## src/rtl/bram_portb_arbiter.sv

```systemverilog
// Round-robin arbiter/sequencer for BRAM port B: one peripheral transaction at a time,
// IDLE -> ISSUE -> (WAIT on reads) -> RESP, with a one-cycle ack back to the winner.
module bram_portb_arbiter #(
  parameter int NUM_REQ    = 4,
  parameter int ADDR_WIDTH = 16,
  parameter int DATA_WIDTH = 16
) (
  input  logic                          clk,
  input  logic                          reset,
  input  logic [NUM_REQ-1:0]            req,
  input  logic [NUM_REQ-1:0]            req_we,
  input  logic [NUM_REQ*ADDR_WIDTH-1:0] req_addr,
  input  logic [NUM_REQ*DATA_WIDTH-1:0] req_wdata,
  output logic [NUM_REQ-1:0]            ack,
  output logic [DATA_WIDTH-1:0]         rdata,
  output logic [2:0]                    grant_id,
  output logic                          busy,
  output logic [ADDR_WIDTH-1:0]         addr_b,
  output logic [DATA_WIDTH-1:0]         data_b,
  output logic                          we_b,
  input  logic [DATA_WIDTH-1:0]         q_b
);
  typedef enum logic [1:0] {IDLE, ISSUE, WAIT, RESP} state_t;

  state_t                 state_q, state_d;
  logic [2:0]             ptr_q, ptr_d;
  logic [2:0]             grant_id_q, grant_id_d;
  logic [ADDR_WIDTH-1:0]  addr_b_q, addr_b_d;
  logic [DATA_WIDTH-1:0]  data_b_q, data_b_d;
  logic                   we_b_q, we_b_d;
  logic [NUM_REQ-1:0]     ack_q, ack_d;
  logic [DATA_WIDTH-1:0]  rdata_q, rdata_d;
  logic                   busy_q, busy_d;

  logic [2*NUM_REQ-1:0]   req_rot;
  logic                   found;
  logic [2:0]             win;
  logic [NUM_REQ-1:0]     win_oh;

  // Rotate so bit 0 is the pointer's requester; first set bit wins.
  always_comb begin
    req_rot = {req, req} >> ptr_q;
    found   = 1'b0;
    win     = '0;
    for (int k = 0; k < NUM_REQ; k++) begin
      if (!found && req_rot[k]) begin
        found = 1'b1;
        win   = 3'((int'(ptr_q) + k) % NUM_REQ);
      end
    end
    win_oh = NUM_REQ'(1) << win;
  end

  always_comb begin
    state_d    = state_q;
    ptr_d      = ptr_q;
    grant_id_d = grant_id_q;
    addr_b_d   = addr_b_q;
    data_b_d   = data_b_q;
    we_b_d     = 1'b0;
    ack_d      = '0;
    rdata_d    = rdata_q;
    case (state_q)
      IDLE: begin
        if (found) begin
          addr_b_d   = ADDR_WIDTH'(req_addr >> (int'(win) * ADDR_WIDTH));
          data_b_d   = DATA_WIDTH'(req_wdata >> (int'(win) * DATA_WIDTH));
          we_b_d     = |(req_we & win_oh);
          grant_id_d = win;
          state_d    = ISSUE;
        end
      end
      ISSUE: begin
        if (we_b_q) begin
          ack_d   = NUM_REQ'(1) << grant_id_q;
          state_d = RESP;
        end else begin
          state_d = WAIT;
        end
      end
      WAIT: begin
        rdata_d = q_b;
        ack_d   = NUM_REQ'(1) << grant_id_q;
        state_d = RESP;
      end
      RESP: begin
        ptr_d   = (int'(grant_id_q) == NUM_REQ - 1) ? 3'd0 : grant_id_q + 3'd1;
        state_d = IDLE;
      end
      default: state_d = IDLE;
    endcase
    busy_d = (state_d != IDLE);
  end

  always_ff @(posedge clk) begin
    if (reset) begin
      state_q    <= IDLE;
      ptr_q      <= '0;
      grant_id_q <= '0;
      addr_b_q   <= '0;
      data_b_q   <= '0;
      we_b_q     <= 1'b0;
      ack_q      <= '0;
      rdata_q    <= '0;
      busy_q     <= 1'b0;
    end else begin
      state_q    <= state_d;
      ptr_q      <= ptr_d;
      grant_id_q <= grant_id_d;
      addr_b_q   <= addr_b_d;
      data_b_q   <= data_b_d;
      we_b_q     <= we_b_d;
      ack_q      <= ack_d;
      rdata_q    <= rdata_d;
      busy_q     <= busy_d;
    end
  end

  // The BRAM samples we_b on the same edge that applies reset; masking here keeps an
  // aborted ISSUE-cycle write from landing in memory.
  assign we_b     = we_b_q & ~reset;
  assign ack      = ack_q;
  assign rdata    = rdata_q;
  assign grant_id = grant_id_q;
  assign busy     = busy_q;
  assign addr_b   = addr_b_q;
  assign data_b   = data_b_q;
endmodule

```

## config.mk

```make
export PLATFORM = sky130hd
export DESIGN_NAME = bram_portb_arbiter
export DESIGN_NICKNAME = d
export VERILOG_FILES = /design/src/rtl/bram_portb_arbiter.sv
export SDC_FILE = /design/constraint.sdc
export NUM_CORES = 1
export LEC_CHECK = 0
export ABC_AREA = 1
export BUFFER_PORTS_ARGS = -buffer_cell sky130_fd_sc_hd__buf_4
export CORE_MARGIN = 4
export CORE_UTILIZATION = 48
export DETAILED_ROUTE_END_ITERATION = 10
export GPL_ROUTABILITY_DRIVEN = 0
export PLACE_DENSITY = 0.86
export SLEW_MARGIN = 20
export SYNTH_ARGS = -nofsm -noshare
export SYNTH_HDL_FRONTEND = slang
export SYNTH_SLANG_ARGS = --single-unit
export TNS_END_PERCENT = 100
```

## constraint.sdc

```tcl
create_clock -name clk -period 3 [get_ports clk]
set_input_delay 0.15 -clock clk [delete_from_list [all_inputs] [get_ports clk]]
set_output_delay 0.15 -clock clk [all_outputs]
set_load 0.05 [all_outputs]
```

==> results of run 1 <==
report_power, final:
group	switching (uW)	internal, uW	leakage [uW]
clock network	356	413	0.000107
registers	175	1090	0.000495
logic	2610	1200	0.00213
flip-flops by register name, summed over array words and instances, names as in the netlist:
name,flops
ack,4
addr_b,16
busy,1
data_b,16
grant_id,2
ptr_q,2
rdata,16
state_q,2
we_b_q,1
path summary, 6_finish.rpt:
check / startpoint / end / slack (ns) / depth (start not counted)
setup / recovery: ptr_q[0] / data_b[5] / 0.35 / 13
hold / removal: q_b[15] / rdata[15] / 0.03 / 3
setup reg to reg: ptr_q[0] / data_b[5] / 0.35 / 13
hold reg to reg: rdata[10] / rdata[10] / 0.51 / 2
stage by stage:
step | total power, uW | setup slack [ns] | cells | util, %
floorplan | 4100 | 1.25 | 562 | -
CTS | 5830 | 0.429 | 857 | 73.9
detailed placement | 5060 | 0.459 | 840 | 70.9
finish | 5840 | 0.348 | 857 | 73.9
global placement | 4980 | 0.577 | 840 | 70.9
global route | 6310 | 0.153 | 857 | 73.9
kinds of logic (layout without fill, tap and decap cells):
group	Yosys count	in the layout
other	1	1
and+or+nand+nor	374	374
buffers and inverters	58	254
AOI/OAI and AO/OA	60	60
xor gates and xnor gates	1	1
DFF	60	60
adders and majority gates	8	8
area by class of cell:
type	instances	area (um2)
tap	99	124
clock inverter	6	70.1
sequential	60	1200
inverter	20	75.1
multi-input combinational	444	2090
clock buffer	10	138
fill	586	1900
timing repair buffer	218	1660
per-layer routing:
metal  track usage (%)  vias to the layer above  share of wire [%]
met1              33.9                     2003                 39
met4              11.5                        0                3.6
met2              46.8                      238                 47
met3              8.29                       42                9.8
li1                  -                     2237                  -
met5                 0                        -                  0
cell usage in the layout (no fill, tap or decap):
master / Yosys / layout
nor2_1: 104 / 104
conb_1: 1 / 1
inv_6: 0 / 2
nand3_4: 1 / 1
nor3_1: 1 / 1
clkinv_4: 0 / 2
nand2_2: 4 / 5
nand2_1: 112 / 111
o21ai_0: 52 / 52
nand3_2: 2 / 2
buf_4: 6 / 215
nor2_4: 4 / 4
o21ai_1: 2 / 2
nand4_2: 1 / 1
a21oi_1: 6 / 6
nand4_1: 3 / 3
nand3_1: 138 / 138
clkbuf_8: 0 / 10
dfxtp_1: 60 / 60
inv_2: 3 / 4
xnor2_1: 1 / 1
buf_12: 0 / 2
bufinv_16: 0 / 1
ha_1: 8 / 8
dlygate4sd3_1: 0 / 1
clkinv_2: 0 / 1
inv_1: 17 / 16
nor2_2: 4 / 4
worst max-delay path: stages (launching register included):
cell	delay, ns
dfxtp_1	0.62
inv_2	0.18
nand2_1	0.12
nand2_1	0.08
nand2_1	0.07
nand2_1	0.10
nor2_4	0.14
nand4_2	0.13
nand2_2	0.39
buf_4	0.35
nand3_1	0.16
nand3_1	0.12
nor2_1	0.04
nor2_1	0.09
timing repair:
item                       CTS  global route
hold endpoints to repair     1             0
hold buffers                 1             0
setup endpoints to repair    0             0
==> out/metrics.yaml, run 1 <==
synth_mux_area_share_pct: 0
cap_violations: 0
cts_max_path_buffers: 2
cp_max_fo: 22
synthAdderAreaFrac_pct: 2.79
first_global_vias: 4223
place_hpwl_um: 9600
required_ns: 3.29
final_hold_viol_count: 0
syn_area_per_cell_um2: 6.39
yosysUniqueCellTypes: 26
synth_area_um2: 3590
clock_latency_ns: 0.35
ir_drop_mv: 0.476
clk_pin_slew_ns: 0.08
cts_root_buffer: "clkbuf_8"
gr-total-overflow: 0
fin_area_um2: 5360
ys_seq_area_share_pct: 33.4
synth_nets: 724
critPathArrivalTime_ns: 2.94
hold_path.class: "in -> reg"
chipWidth_um: 94.5
vias: 4520
drive_gt1_share_pct: 33.5
cts.sinks: 60
yosys.cell_count.top_type: "nand3_1"
synth_top_area_cell: "dfxtp_1"
synth_xor_area_share_pct: 0.244
fin_skew_ns: 0.00898
cts_setup_buffers: 0
cts_resized: 0
hold_ws_ns: 0.0271
routed_wl_um: 12700
grt_start_max_net_pins: 47
drc: 0
post-route-period-util_pct: 88.4
synth_top_area_share_pct: 33.4
ant_nets: 0
relSlewSlack_pct: 37.7
core_um2: 7250
n_antenna_cell: 0
synthSimpleGateAreaFrac_pct: 46.5
drt-initial-drc-count: 297
finalNetCount: 915
wire_per_inst_um: 14.9
placed_cell_area_um2: 5140
numCtsBuffers: 9
drt_pass1_iterations: 5
cts_tree: "done"
finalSetupTns_ns: 0
cp-start-kind: "register"
synth_top_family_by_area: "simple AND/OR/NAND/NOR gates"
async_reset_ff_share_pct: 0
fmax_mhz: 377
vias_per_cell: 5.27
ys_ff_latch: 60
synth-edff-count: 0
yosys_warnings: 0
worst_pin_slew_ns: 0.933
dieHeight_um: 94.5
num_io_pins: 211
cellPowerDensity_nw_per_um2: 1090
p_leak_uw: 0.00273
antenna_found_initial: 0
setup_viol: 0
numPortBuffers: 209
htreeDepth: 3
cp-end-kind: "register"
worstSetupPathType: "reg -> reg"
finalMaxSlewViolations: 0
initial_utilization_pct: 49.5
finalCriticalPeriod_ns: 2.65
syn_inst: 562
synth_commonest_cells: "138 x nand3_1, 112 x nand2_1, 104 x nor2_1"
grt_first_pass_wirelength_um: 20000
area_delta_synth_final_pct: 49.2
rsz0062_at_grt: "no"
synth_flop_cell: "dfxtp_1"
grtUsageTotal_pct: 28.1
synthTopCellsByArea: "dfxtp_1 33%, nand3_1 19%, nand2_1 12%, nor2_1 11%, o21ai_0 7.2%"
num_rows: 31
status: "completed"
synth-compound-area-share_pct: 8.36
dieArea_um2: 8930
(Power assumes the default switching activity.)
==> inputs of run 2 (changes only) <==
--- a/config.mk
+++ b/config.mk
@@ -5,13 +5,13 @@
 export SDC_FILE = /design/constraint.sdc
 export NUM_CORES = 1
 export LEC_CHECK = 0
-export ABC_AREA = 1
+export ABC_AREA = 0
 export BUFFER_PORTS_ARGS = -buffer_cell sky130_fd_sc_hd__buf_4
 export CORE_MARGIN = 4
-export CORE_UTILIZATION = 48
+export CORE_UTILIZATION = 44
 export DETAILED_ROUTE_END_ITERATION = 10
 export GPL_ROUTABILITY_DRIVEN = 0
-export PLACE_DENSITY = 0.86
+export PLACE_DENSITY = 0.85
 export SLEW_MARGIN = 20
 export SYNTH_ARGS = -nofsm -noshare
 export SYNTH_HDL_FRONTEND = slang
==> run 2 against run 1 <==
Net effect: non-clock buffer count decreased by 5; count of clock-buffer cells in the layout unchanged; cell count decreased by 30%; setup slack improved by 0.47 ns; critical path depth decreased by 7; core utilization decreased by 1.4 points; cell area decreased by 13%; largest cell class is now buffers.
==> out/metrics.yaml, run 2 <==
status: "completed"
crit_chain: "inv_1 -> a21oi_2 -> o21ai_2 -> buf_4 -> a222oi_1 -> a211oi_1"
hold_ws_ns: 0.0476
yosysUniqueCellTypes: 35
cp-end-kind: "register"
gr-total-overflow: 0
syn_inst: 324
worstSetupPathType: "reg -> reg"
synth_commonest_cells: "60 x dfxtp_1, 58 x nor2_1, 38 x a21oi_1"
chipWidth_um: 89.6
htreeDepth: 3
finalSetupTns_ns: 0
required_ns: 3.24
vias: 3420
async_reset_ff_share_pct: 0
finalMaxSlewViolations: 0
r2r-start: "ptr_q[1]"
grtUsageTotal_pct: 25.2
yosys_warnings: 0
synth_nets: 486
postCtsHoldBufs: 0
synthTopCellsByArea: "dfxtp_1 41%, a222oi_1 11%, a211oi_1 8.5%, nor2_1 7.4%, a21oi_1 6.5%"
fmax_mhz: 458
p_leak_uw: 0.00216
vias_per_cell: 5.72
dieArea_um2: 8030
hold_path.class: "in -> reg"
synth_top_area_cell: "dfxtp_1"
yosys.cell_count.top_type: "dfxtp_1"
numPortBuffers: 209
critPathArrivalTime_ns: 2.42
clock_latency_ns: 0.34
place_hpwl_um: 8020
numCtsBuffers: 9
initial_utilization_pct: 45.6
cts_setup_buffers: 0
synth_flop_cell: "dfxtp_1"
post-route-period-util_pct: 72.8
cts_tree: "done"
cts_max_path_buffers: 2
first_global_vias: 3165
layout_common_cells: "213 x buf_4, 60 x dfxtp_1, 58 x nor2_1"
cellPowerDensity_nw_per_um2: 816
synth-edff-count: 0
ant_nets: 0
synth_area_um2: 2930
clk_pin_slew_ns: 0.08
ir_drop_mv: 0.427
dieHeight_um: 89.6
rsz0062_at_grt: "no"
cts_root_buffer: "clkbuf_8"
final_hold_viol_count: 0
cts_resized: 0
hold_start: "q_b[15]"
finalNetCount: 678
grt_start_max_net_pins: 57
wire_per_inst_um: 18.2
ys_seq_area_share_pct: 41.0
startpoint: "ptr_q[1]"
synth_top_area_share_pct: 41.0
cp-start-kind: "register"
slowest_delay_ns: 0.62
area_delta_synth_final_pct: 58.8
syn_area_per_cell_um2: 9.04
drc: 0
ys_ff_latch: 60
critPathSlowestCell: "o21ai_2"
finalCriticalPeriod_ns: 2.19
n_antenna_cell: 0
core_um2: 6420
fin_skew_ns: 0.0103
relSlewSlack_pct: 49.5
drt_pass1_iterations: 7
layout_commonest_cell: "buf_4"
num_io_pins: 211
worst_pin_slew_ns: 0.756
drt-initial-drc-count: 264
routed_wl_um: 10900
cap_violations: 0
cts.sinks: 60
num_rows: 29
drive_gt1_share_pct: 45.1
antenna_found_initial: 0
setup_viol: 0
grt_first_pass_wirelength_um: 15400
cp_max_fo: 17
## run 2: per-stage QoR
| step | setup slack [ns] | instances | area (um2) | utilization [%] | total power, uW |
|---|---|---|---|---|---|
| after floorplan | 1.54 | 324 | 2930 | - | 2400 |
| after global placement | 1.03 | 582 | 4430 | 68.9 | 2950 |
| after detailed placement | 0.935 | 582 | 4430 | 68.9 | 3000 |
| after CTS | 0.871 | 598 | 4650 | 72.5 | 3820 |
| after global routing | 0.690 | 598 | 4650 | 72.5 | 4000 |
| final | 0.815 | 598 | 4650 | 72.5 | 3800 |
## run 2: cell families after synthesis
family	after synthesis	synth area share (%)
adder cells (fa/ha/maj)	8	3.42
multiplexers	18	6.15
flip-flops	60	41.0
AND/OR/NAND/NOR	82	12.0
buffers and inverters	39	7.64
AO/OA/AOI/OAI	116	29.7
other	1	0.128
## run 2: worst max-delay path: cells and delay by family, from the launching register on
family	cells	cell delay (ns)
flip-flops	1	0.42
AO/OA/AOI/OAI	4	1.14
buffers and inverters	2	0.52
## run 2: worst paths after layout
kind | endpoint | slack, ns | cells after the start
max | data_b[4] | 0.81 | 6
min | rdata[15] | 0.05 | 3
min reg2reg | rdata[15] | 0.50 | 2
max reg2reg | data_b[4] | 0.81 | 6
## run 2: cell type report
class	count	area [um2]
Fill cell	474	1770
Timing Repair Buffer	213	1600
Multi-Input combinational cell	225	1510
Sequential cell	60	1200
Clock buffer	10	138
Tap cell	77	96.3
Clock inverter	6	87.6
Inverter	7	26.3
## run 2: per-layer routing
| layer | GRT usage (%) | vias to the layer above | routed length (um) |
|---|---|---|---|
| li1 | - | 1609 | - |
| met1 | 29.5 | 1585 | 3880 |
| met2 | 44.1 | 206 | 5590 |
| met3 | 5.93 | 20 | 1160 |
| met4 | 10.3 | 0 | 231 |
| met5 | 0 | - | 0 |
## run 2: where the power goes
part           internal, uW  total [uW]  switching, uW
Clock                   488         819            331
Sequential              996        1120            120
Combinational           640        1860           1220
Total                  2120        3800           1670
==> inputs of run 3 (changes only) <==
--- a/config.mk
+++ b/config.mk
@@ -8,10 +8,10 @@
 export ABC_AREA = 0
 export BUFFER_PORTS_ARGS = -buffer_cell sky130_fd_sc_hd__buf_4
 export CORE_MARGIN = 4
-export CORE_UTILIZATION = 44
+export CORE_UTILIZATION = 41
 export DETAILED_ROUTE_END_ITERATION = 10
 export GPL_ROUTABILITY_DRIVEN = 0
-export PLACE_DENSITY = 0.85
+export PLACE_DENSITY = 0.8
 export SLEW_MARGIN = 20
 export SYNTH_ARGS = -nofsm -noshare
 export SYNTH_HDL_FRONTEND = slang
==> constraint.sdc (replaced) <==
create_clock -name clk -period 2.19 [get_ports clk]
set_input_delay 0.1095 -clock clk [delete_from_list [all_inputs] [get_ports clk]]
set_output_delay 0.1095 -clock clk [all_outputs]
set_load 0.05 [all_outputs]
==> run 3 against run 2 <==
Net effect: clock skew increased by 0.0019 ns; first-iteration DRC count decreased by 1.5%; power increased by 34%; die area increased by 6.7%.
==> out/metrics.yaml, run 3 (synthesized netlist as in run 2, its figures left out) <==
clockPowerShare_pct: 17.8
cts_max_path_buffers: 2
vias_per_cell: 5.46
cts_resized: 0
worst-r2r-cell-count: 4
wire_per_inst_um: 18.8
htreeDepth: 3
core_um2: 6870
grt_first_pass_wirelength_um: 17900
p_int_uw: 2730
worst_pin_slew_ns: 0.734
dieArea_um2: 8560
area_delta_synth_final_pct: 63.7
finalMaxSlewViolations: 0
drt-initial-drc-count: 260
layout_commonest_cell: "buf_4"
dp_slack_ns: 0.323
drive_gt1_share_pct: 44.4
clk_pin_slew_ns: 0.07
first_global_vias: 3471
cp-start-kind: "register"
r2r-start: "ptr_q[1]"
clock_latency_ns: 0.35
rsz0062_at_grt: "no"
setup_viol: 0
status: "completed"
ir_drop_mv: 0.691
switchingPower_uw: 2350
finalSetupTns_ns: 0
finalNetCount: 693
gr-total-overflow: 0
initial_utilization_pct: 42.7
nFillCells: 561
cts_root_buffer: "clkbuf_8"
grtUsageTotal_pct: 26.5
combPwrFrac_pct: 52.2
numCtsBuffers: 9
post-route-period-util_pct: 89.2
place_hpwl_um: 8740
grt_start_max_net_pins: 34
finalCriticalPeriod_ns: 1.95
worstSetupPathType: "reg -> reg"
hold_path.class: "in -> reg"
numPortBuffers: 209
instances_no_fill: 632
antenna_found_initial: 0
required_ns: 2.40
cellPowerDensity_nw_per_um2: 1060
cts_tree: "done"
n_antenna_cell: 0
cap_violations: 0
seqPwrFrac_pct: 30.0
cp-end-kind: "register"
dp_cells: 604
layout_common_cells: "214 x buf_4, 60 x dfxtp_1, 58 x nor2_1"
r2r_setup_slack_ns: 0.24
routed_wl_um: 11900
startpoint: "ptr_q[1]"
fin_skew_ns: 0.0122
hold_start: "q_b[5]"
cp_max_fo: 33
min_path_cells: 3
power.total_uw: 5080
drt_pass1_iterations: 10
min_to: "rdata[5]"
reg2reg_to: "addr_b[4]"
relSlewSlack_pct: 51.1
critPathArrivalTime_ns: 2.16
num_io_pins: 211
vias: 3448
num_rows: 30
setup_ws_ns: 0.236
swShare_pct: 46.3
drc: 0
fmax_mhz: 512
cts.sinks: 60
final_hold_viol_count: 0
post-route-util_pct: 69.8
chipWidth_um: 92.5
dieHeight_um: 92.5
ant_nets: 0
p_leak_uw: 0.00222
-- run 3: cell count changes in the layout (fill, tap and decap cells not counted), sizes merged --
cell and delta:
dlygate4sd3 +12, clkinv +4, buf +3, bufinv -2, clkinvlp -2, clkbuf -1, inv +1
-- run 3: timing repair --
item	4_1_cts	5_1_grt
hold endpoints to repair	12	0
setup buffers	0	0
endpoints found under the setup margin	0	0
hold buffers	12	0
-- run 3: power by group through the flow --
stage	registers, uW	logic [uW]	clock network (uW)
after global routing	1550	2820	983
after global placement	1530	2590	0
after CTS	1520	2650	926
after floorplan	2380	900	0
final	1520	2650	904
after detailed placement	1540	2630	0
-- run 3: worst max-delay path, cell delays in order (launching register included) --
cell,delay (ns)
dfxtp_1,0.53
inv_1,0.14
o221a_2,0.54
a222oi_1,0.45
a211oi_1,0.13
-- run 3: how the worst max path moves through the flow --
stage,to,cells past startpoint
after floorplan,addr_b[0],6
after detailed placement,addr_b[4],4
after global placement,addr_b[4],4
final,addr_b[4],4
after global routing,we_b_q,5
after CTS,we_b_q,5
-- run 3: per-layer routing --
layer	GRT usage, %	wire, um	part of all wire, %
met1	29.6	4510	38
met2	45.4	5840	49
met3	9.34	1090	9.2
met4	11.6	411	3.5
met5	0	0	0
-- run 3: layout make-up --
type / instances / area [um2] / share of cell area [%]
timing repair buffer: 228 / 1770 / 36.8
clock inverter: 7 / 52.6 / 1.10
clock buffer: 9 / 124 / 2.58
multi-input combinational: 225 / 1510 / 31.4
sequential: 60 / 1200 / 25.0
inverter: 7 / 26.3 / 0.548
tap: 96 / 120 / 2.50
-- run 3: per-stage QoR --
| step | hold WS [ns] | cell area, um2 |
|---|---|---|
| floorplan | 0.254 | 2930 |
| global placement | 0.341 | 4500 |
| detailed placement | 0.355 | 4500 |
| CTS | 0.00289 | 4800 |
| global route | 0.000124 | 4800 |
| finish | 0.00838 | 4800 |
